`config.mk`:
```
export PLATFORM = sky130hd
export DESIGN_NAME = tile_desc_sequencer_flat
export DESIGN_NICKNAME = d
export VERILOG_FILES = /design/src/rtl/tile_desc_if.sv /design/src/rtl/tile_desc_sequencer.sv /design/src/flat_wrapper.sv
export SDC_FILE = /design/constraint.sdc
export NUM_CORES = 2
export LEC_CHECK = 0
export CORE_MARGIN = 3
export CORE_UTILIZATION = 50
export DETAILED_ROUTE_END_ITERATION = 16
export PLACE_DENSITY = 0.72
export SLEW_MARGIN = 10
export SYNTH_ARGS = -nofsm -noshare
export SYNTH_HDL_FRONTEND = slang
export SYNTH_SLANG_ARGS = --single-unit
```
`constraint.sdc`:
```
create_clock -name clk -period 28.5 [get_ports clk]
set_input_delay 5.7 -clock clk [delete_from_list [all_inputs] [get_ports clk]]
set_output_delay 5.7 -clock clk [all_outputs]
set_load 0.1 [all_outputs]
```
`src/rtl/tile_desc_if.sv`:
```
// tile_desc_if: descriptor valid/ready bus between the tile sequencer and its AGU/DMA consumers
interface tile_desc_if #(
    parameter int ADDR_WIDTH = 32,
    parameter int IDX_WIDTH  = 8
);
    logic                  valid;
    logic                  ready;
    logic [ADDR_WIDTH-1:0] a, b, c;
    logic [IDX_WIDTH-1:0]  etm, etn, etk;
    logic                  first_k, last_k, last;
    modport master (output valid, a, b, c, etm, etn, etk, first_k, last_k, last, input ready);
    modport slave  (input valid, a, b, c, etm, etn, etk, first_k, last_k, last, output ready);
endinterface

```
`src/rtl/tile_desc_sequencer.sv`:
```
// tile_desc_sequencer: walks an M x N x K GEMM in tiles, one registered descriptor per handshake; TILE_SEQ_PERF_EN adds perf counters
module tile_desc_sequencer #(
    parameter int ADDR_WIDTH = 32,
    parameter int IDX_WIDTH  = 8,
    parameter int CNT_WIDTH  = 16
) (
    input  logic                  clk,
    input  logic                  rst,
    input  logic                  start,
    input  logic                  abort,
    input  logic                  loop_order,
    input  logic [IDX_WIDTH-1:0]  M, N, K, TM, TN, TK,
    input  logic [ADDR_WIDTH-1:0] lda, ldb, ldc,
    input  logic [ADDR_WIDTH-1:0] baseA, baseB, baseC,
    tile_desc_if.master           desc,
    output logic                  busy,
    output logic                  done,
    output logic                  cfg_err
`ifdef TILE_SEQ_PERF_EN
    ,
    output logic [CNT_WIDTH-1:0]  tile_count,
    output logic [CNT_WIDTH-1:0]  stall_cycles
`endif
);
    typedef enum logic [1:0] {IDLE, LOAD, EMIT, DONE} state_t;
    state_t state, state_nxt;
    logic order;
    logic [IDX_WIDTH-1:0] dm, dn, dk, tm, tn, tk;
    logic [ADDR_WIDTH-1:0] st_a, st_b, st_c, ba, bb, bc;
    logic [ADDR_WIDTH-1:0] s_am, s_bk, s_cm;
    logic [IDX_WIDTH-1:0] rm, rn, rk;
    logic [ADDR_WIDTH-1:0] o_am, o_ak, o_bk, o_n, o_cm;
    logic bad, accept, reject, hs, load, adv;
    logic lk, lm, ln, clr_k, step_n, clr_n, step_m, clr_m;
    logic [IDX_WIDTH-1:0] rm_n, rn_n, rk_n;
    logic [ADDR_WIDTH-1:0] o_am_n, o_ak_n, o_bk_n, o_n_n, o_cm_n;

    assign bad    = !(|M && |N && |K && |TM && |TN && |TK);
    assign accept = state == IDLE && start && !abort && !bad;
    assign reject = state == IDLE && start && !abort && bad;
    assign hs     = state == EMIT && desc.ready && !abort;
    assign load   = state == LOAD;
    assign adv    = load || (hs && !desc.last);

    // state register
    always_ff @(posedge clk or posedge rst) begin
        if (rst) state <= IDLE;
        else state <= state_nxt;
    end

    // next state and status outputs; abort wins over every transition
    always_comb begin
        state_nxt  = state;
        busy       = state == LOAD || state == EMIT;
        done       = state == DONE;
        desc.valid = state == EMIT;
        case (state)
            IDLE: if (accept) state_nxt = LOAD;
            LOAD: state_nxt = EMIT;
            EMIT: if (hs && desc.last) state_nxt = DONE;
            DONE: state_nxt = IDLE;
            default: state_nxt = IDLE;
        endcase
        if (abort) state_nxt = IDLE;
    end

    // next tile: k innermost, middle/outer chosen by loop order; remaining counts and offsets step by add only
    always_comb begin
        lk     = rk <= tk;
        lm     = rm <= tm;
        ln     = rn <= tn;
        clr_k  = load || lk;
        step_n = lk && (order ? lm : !ln);
        clr_n  = load || (lk && !order && ln);
        step_m = lk && (order ? !lm : ln);
        clr_m  = load || (lk && order && lm);
        rk_n   = clr_k ? dk : rk - tk;
        o_ak_n = clr_k ? '0 : o_ak + ADDR_WIDTH'(tk);
        o_bk_n = clr_k ? '0 : o_bk + s_bk;
        rn_n   = clr_n ? dn : step_n ? rn - tn : rn;
        o_n_n  = clr_n ? '0 : step_n ? o_n + ADDR_WIDTH'(tn) : o_n;
        rm_n   = clr_m ? dm : step_m ? rm - tm : rm;
        o_am_n = clr_m ? '0 : step_m ? o_am + s_am : o_am;
        o_cm_n = clr_m ? '0 : step_m ? o_cm + s_cm : o_cm;
    end

    // config latch on accepted start, stride products in LOAD, descriptor registers on advance
    always_ff @(posedge clk or posedge rst) begin
        if (rst) begin
            order <= 1'b0;
            {dm, dn, dk, tm, tn, tk} <= '0;
            {st_a, st_b, st_c, ba, bb, bc} <= '0;
            {s_am, s_bk, s_cm} <= '0;
            {rm, rn, rk} <= '0;
            {o_am, o_ak, o_bk, o_n, o_cm} <= '0;
            {desc.a, desc.b, desc.c} <= '0;
            {desc.etm, desc.etn, desc.etk} <= '0;
            {desc.first_k, desc.last_k, desc.last} <= '0;
            cfg_err <= 1'b0;
        end else begin
            cfg_err <= reject;
            if (accept) begin
                order <= loop_order;
                {dm, dn, dk, tm, tn, tk} <= {M, N, K, TM, TN, TK};
                {st_a, st_b, st_c, ba, bb, bc} <= {lda, ldb, ldc, baseA, baseB, baseC};
            end
            if (load) begin
                s_am <= ADDR_WIDTH'(tm) * st_a;
                s_bk <= ADDR_WIDTH'(tk) * st_b;
                s_cm <= ADDR_WIDTH'(tm) * st_c;
            end
            if (adv) begin
                {rm, rn, rk} <= {rm_n, rn_n, rk_n};
                {o_am, o_ak, o_bk, o_n, o_cm} <= {o_am_n, o_ak_n, o_bk_n, o_n_n, o_cm_n};
                desc.a       <= ba + o_am_n + o_ak_n;
                desc.b       <= bb + o_bk_n + o_n_n;
                desc.c       <= bc + o_cm_n + o_n_n;
                desc.etm     <= rm_n < tm ? rm_n : tm;
                desc.etn     <= rn_n < tn ? rn_n : tn;
                desc.etk     <= rk_n < tk ? rk_n : tk;
                desc.first_k <= clr_k;
                desc.last_k  <= rk_n <= tk;
                desc.last    <= rm_n <= tm && rn_n <= tn && rk_n <= tk;
            end
        end
    end

`ifdef TILE_SEQ_PERF_EN
    // saturating handshake and stall counters, cleared on accepted start
    always_ff @(posedge clk or posedge rst) begin
        if (rst) begin
            tile_count   <= '0;
            stall_cycles <= '0;
        end else if (accept) begin
            tile_count   <= '0;
            stall_cycles <= '0;
        end else begin
            if (hs && tile_count != '1) tile_count <= tile_count + 1'b1;
            if (desc.valid && !desc.ready && stall_cycles != '1) stall_cycles <= stall_cycles + 1'b1;
        end
    end
`endif
endmodule

```
`src/flat_wrapper.sv`:
```
// flat-port wrapper written by rule: the top's interface ports become plain ports
module tile_desc_sequencer_flat 
#(
    parameter int ADDR_WIDTH = 32,
    parameter int IDX_WIDTH  = 8,
    parameter int CNT_WIDTH  = 16
)
  (clk, rst, start, abort, loop_order, M, N, K, TM, TN, TK, lda, ldb, ldc, baseA, baseB, baseC, busy, done, cfg_err, desc_valid, desc_a, desc_b, desc_c, desc_etm, desc_etn, desc_etk, desc_first_k, desc_last_k, desc_last, desc_ready);
  tile_desc_if #(.ADDR_WIDTH(ADDR_WIDTH), .IDX_WIDTH(IDX_WIDTH)) desc_i ();
  input  logic clk;
  input  logic rst;
  input  logic start;
  input  logic abort;
  input  logic loop_order;
  input  logic [IDX_WIDTH-1:0] M;
  input  logic [IDX_WIDTH-1:0] N;
  input  logic [IDX_WIDTH-1:0] K;
  input  logic [IDX_WIDTH-1:0] TM;
  input  logic [IDX_WIDTH-1:0] TN;
  input  logic [IDX_WIDTH-1:0] TK;
  input  logic [ADDR_WIDTH-1:0] lda;
  input  logic [ADDR_WIDTH-1:0] ldb;
  input  logic [ADDR_WIDTH-1:0] ldc;
  input  logic [ADDR_WIDTH-1:0] baseA;
  input  logic [ADDR_WIDTH-1:0] baseB;
  input  logic [ADDR_WIDTH-1:0] baseC;
  output logic busy;
  output logic done;
  output logic cfg_err;
  output wire logic [$bits(desc_i.valid)-1:0] desc_valid;
  output wire logic [$bits(desc_i.a)-1:0] desc_a;
  output wire logic [$bits(desc_i.b)-1:0] desc_b;
  output wire logic [$bits(desc_i.c)-1:0] desc_c;
  output wire logic [$bits(desc_i.etm)-1:0] desc_etm;
  output wire logic [$bits(desc_i.etn)-1:0] desc_etn;
  output wire logic [$bits(desc_i.etk)-1:0] desc_etk;
  output wire logic [$bits(desc_i.first_k)-1:0] desc_first_k;
  output wire logic [$bits(desc_i.last_k)-1:0] desc_last_k;
  output wire logic [$bits(desc_i.last)-1:0] desc_last;
  input wire logic [$bits(desc_i.ready)-1:0] desc_ready;
  assign desc_valid = desc_i.valid;
  assign desc_a = desc_i.a;
  assign desc_b = desc_i.b;
  assign desc_c = desc_i.c;
  assign desc_etm = desc_i.etm;
  assign desc_etn = desc_i.etn;
  assign desc_etk = desc_i.etk;
  assign desc_first_k = desc_i.first_k;
  assign desc_last_k = desc_i.last_k;
  assign desc_last = desc_i.last;
  assign desc_i.ready = desc_ready;
  tile_desc_sequencer #(.ADDR_WIDTH(ADDR_WIDTH), .IDX_WIDTH(IDX_WIDTH), .CNT_WIDTH(CNT_WIDTH)) u_core (.clk(clk), .rst(rst), .start(start), .abort(abort), .loop_order(loop_order), .M(M), .N(N), .K(K), .TM(TM), .TN(TN), .TK(TK), .lda(lda), .ldb(ldb), .ldc(ldc), .baseA(baseA), .baseB(baseB), .baseC(baseC), .desc(desc_i), .busy(busy), .done(done), .cfg_err(cfg_err));
endmodule
```
==> results.cfg <==
[place]
dp_hpwl_um = 134000
placed_area_um2 = 65200
gp_congestion = 0.956
numPortBuffers = 372

[cts]
clock-sinks = 647
insertion_delay_ns = 0.66
clkTransAtPathRegs_ns = 0.05
root_buffer = clkbuf_16
post-cts-setup-buffers = 0
ctsResizeCount = 0
tritoncts = done
ctsHoldBuffers = 0
clock_path_buffers = 3
cts_htree_levels = 3
numCtsBuffers = 79

[route]
drt-pass1-iter-count = 6
wl_um = 175000
ant_nets = 0
drt_iter0_markers = 3756
vias = 48400
drc = 0
wl_per_cell_um = 20.6
routed_via_density = 5.70

[final_layout]
fin_area_um2 = 67900
layout-drive-gt1-share_pct = 6.95
areaGrowthSynthToFinish_pct = 13.2
diodes = 0
final_nets = 8021

[critical_path]
path_common_cell = buf_4
worstPathArrival_ns = 10.08
crit_path_end = u_core.st_a[27]$_DFFE_PP0P_
crit_path_end_kind = flop
critical_path.cell_chain = clkdlybuf4s50_1, nor4_1, nand2_1, nand4_1, a211oi_1, and4b_4, buf_4, buf_4, mux2_2
cp_slowest_cell = and4b_4
critPathLaunchType = input pin
cp-startpoint = TM[2]
max_stage_delay_ns = 1.01
rr_worst_depth = 21
r2r_start = u_core.tk[1]$_DFFE_PP0P_
r2r-end = u_core.desc.a[31]$_DFFE_PP0P_
path_max_fanout = 72
ff2ff_setup_slack_ns = 20.02
crit_type = input pin to flop
worstPathRequired_ns = 29.03

[flow_run]
max_cap_viol_count = 0

[timing]
fin_setup_tns_ns = 0
hold-worst-slack_ns = 0.472
fmax_ghz = 0.105
hold_viol_final = 0
slew_headroom_pct = 18.2
rsz0062_at_grt = no
worst_pin_slew_ns = 1.22
setup_viol = 0
period_minus_slack_ns = 9.55
finalCritPeriodShare_pct = 33.5
slew_violations = 0
finClkSkew_ns = 0.0261

[synth]
seq_area_frac_synth_pct = 27.0
synthMostInstantiatedCell = nand2_1
yosys-top-cells-count = nand2_1, inv_1, dfrtp_1
yosys_warnings = 0
netlist_area_um2 = 59900
synth.mux.area_fraction_pct = 4.92
synth_area_per_cell_um2 = 9.08
synthCells = 6599
synth_top_family_by_area = adder cells
synth_edf_count = 0
synth_cell_types = 77
yosys.area.top_type = dfrtp_1
synth_fa_ha_area_share_pct = 26.8
synth_top_area_share_pct = 27.0
synth_seq_cells = 647
synth-simple-area-share_pct = 16.9
synth.net_count = 7788
ys_async_sr_fraction_pct = 100
synth-compound-area-share_pct = 13.4
synth_area_leaders = dfrtp_1, fa_1, ha_1
ys.flop_type = dfrtp_1
synth_xor_area_share_pct = 4.68

[outcome]
status = finished clean

[floorplanning]
pin_count = 373
core.rowCount = 126
start_util_pct = 50.6
dieArea_um2 = 124000
die_h_um = 352
fp.coreArea_um2 = 119000
die_w_um = 352

[global_route]
grt_pass1_wl_um = 277000
grt_use_total_pct = 28.1
overflow = 0
grt_pass1_vias = 48400
grt_max_degree = 247
antenna_found_initial = 2

[min_path]
hp-class = flop to flop
final cells by class:
cell class	instances	area, um^2
clock inverters	39	459
flip-flops and latches	647	16200
inverters	714	2690
repair buffers	429	4160
clock buffers	102	2200
well taps	1600	2000
fillers	10500	50700
multi-input cells	4961	40200
worst max-delay path, delay by kind of cell:
family | cells | cell delay, ns
buffers and inverters | 3 | 1.92
AND/OR/NAND/NOR | 4 | 1.59
multiplexers | 1 | 0.41
AO/OA/AOI/OAI | 1 | 0.33
logic make-up (layout without fill, tap and decap cells):
kind of cell / Yosys count / after routing
DFF: 647 / 647
adders and majority gates: 943 / 943
muxes: 265 / 265
AOI/OAI and AO/OA: 1293 / 1293
xor gates and xnor gates: 320 / 320
and+or+nand+nor: 2140 / 2140
buffers and inverters: 991 / 1284
worst min path at each step:
stage / start / endpoint / cells after the start
after global placement: u_core.desc.a[1]$_DFFE_PP0P_ / u_core.desc.a[1]$_DFFE_PP0P_ / 2
after detailed placement: u_core.desc.a[1]$_DFFE_PP0P_ / u_core.desc.a[1]$_DFFE_PP0P_ / 2
after global routing: u_core.desc.a[1]$_DFFE_PP0P_ / u_core.desc.a[1]$_DFFE_PP0P_ / 2
final: u_core.desc.a[1]$_DFFE_PP0P_ / u_core.desc.a[1]$_DFFE_PP0P_ / 2
after CTS: u_core.o_ak[5]$_DFFE_PP0P_ / u_core.o_ak[5]$_DFFE_PP0P_ / 2
after floorplan: u_core.o_ak[5]$_DFFE_PP0P_ / u_core.o_ak[5]$_DFFE_PP0P_ / 2
per-layer routing:
layer / routed length [um] / global-route usage (%)
met5: 13 / 0
met3: 13000 / 5.28
met4: 5700 / 9.14
met1: 77100 / 39.3
met2: 79200 / 44.2
stage by stage:
stage / utilization [%] / worst slack (ns) / std cells
floorplan: - / 4.67 / 6599
global placement: 55.0 / 18.39 / 8351
detailed placement: 55.0 / 18.31 / 8351
CTS: 57.3 / 19.01 / 8492
global route: 57.3 / 18.76 / 8492
finish: 57.3 / 18.95 / 8492
layout by cell type, fill, tap and decap left out, types with 33 or more instances in the layout:
| cell type | count |
|---|---|
| nor3_1 | 57 |
| dfrtp_1 | 644 |
| and2_1 | 434 |
| clkbuf_16 | 80 |
| and3_1 | 46 |
| clkdlybuf4s50_1 | 372 |
| fa_1 | 572 |
| a22o_1 | 33 |
| mux2_2 | 239 |
| nor2_1 | 315 |
| a31oi_1 | 38 |
| nand3_1 | 94 |
| nor2b_1 | 37 |
| buf_4 | 56 |
| a21o_1 | 122 |
| nand2_1 | 952 |
| xnor2_1 | 199 |
| o31ai_1 | 42 |
| ha_1 | 370 |
| a21oi_1 | 332 |
| o21ai_0 | 404 |
| xor2_1 | 121 |
| nand4_1 | 43 |
| nand2b_1 | 39 |
| inv_1 | 712 |
| a211oi_1 | 55 |
| o21bai_1 | 33 |
| o21a_1 | 48 |
Power is not shown: default switching activity piles up to over one toggle a cycle in this logic, so the estimate is an artifact.
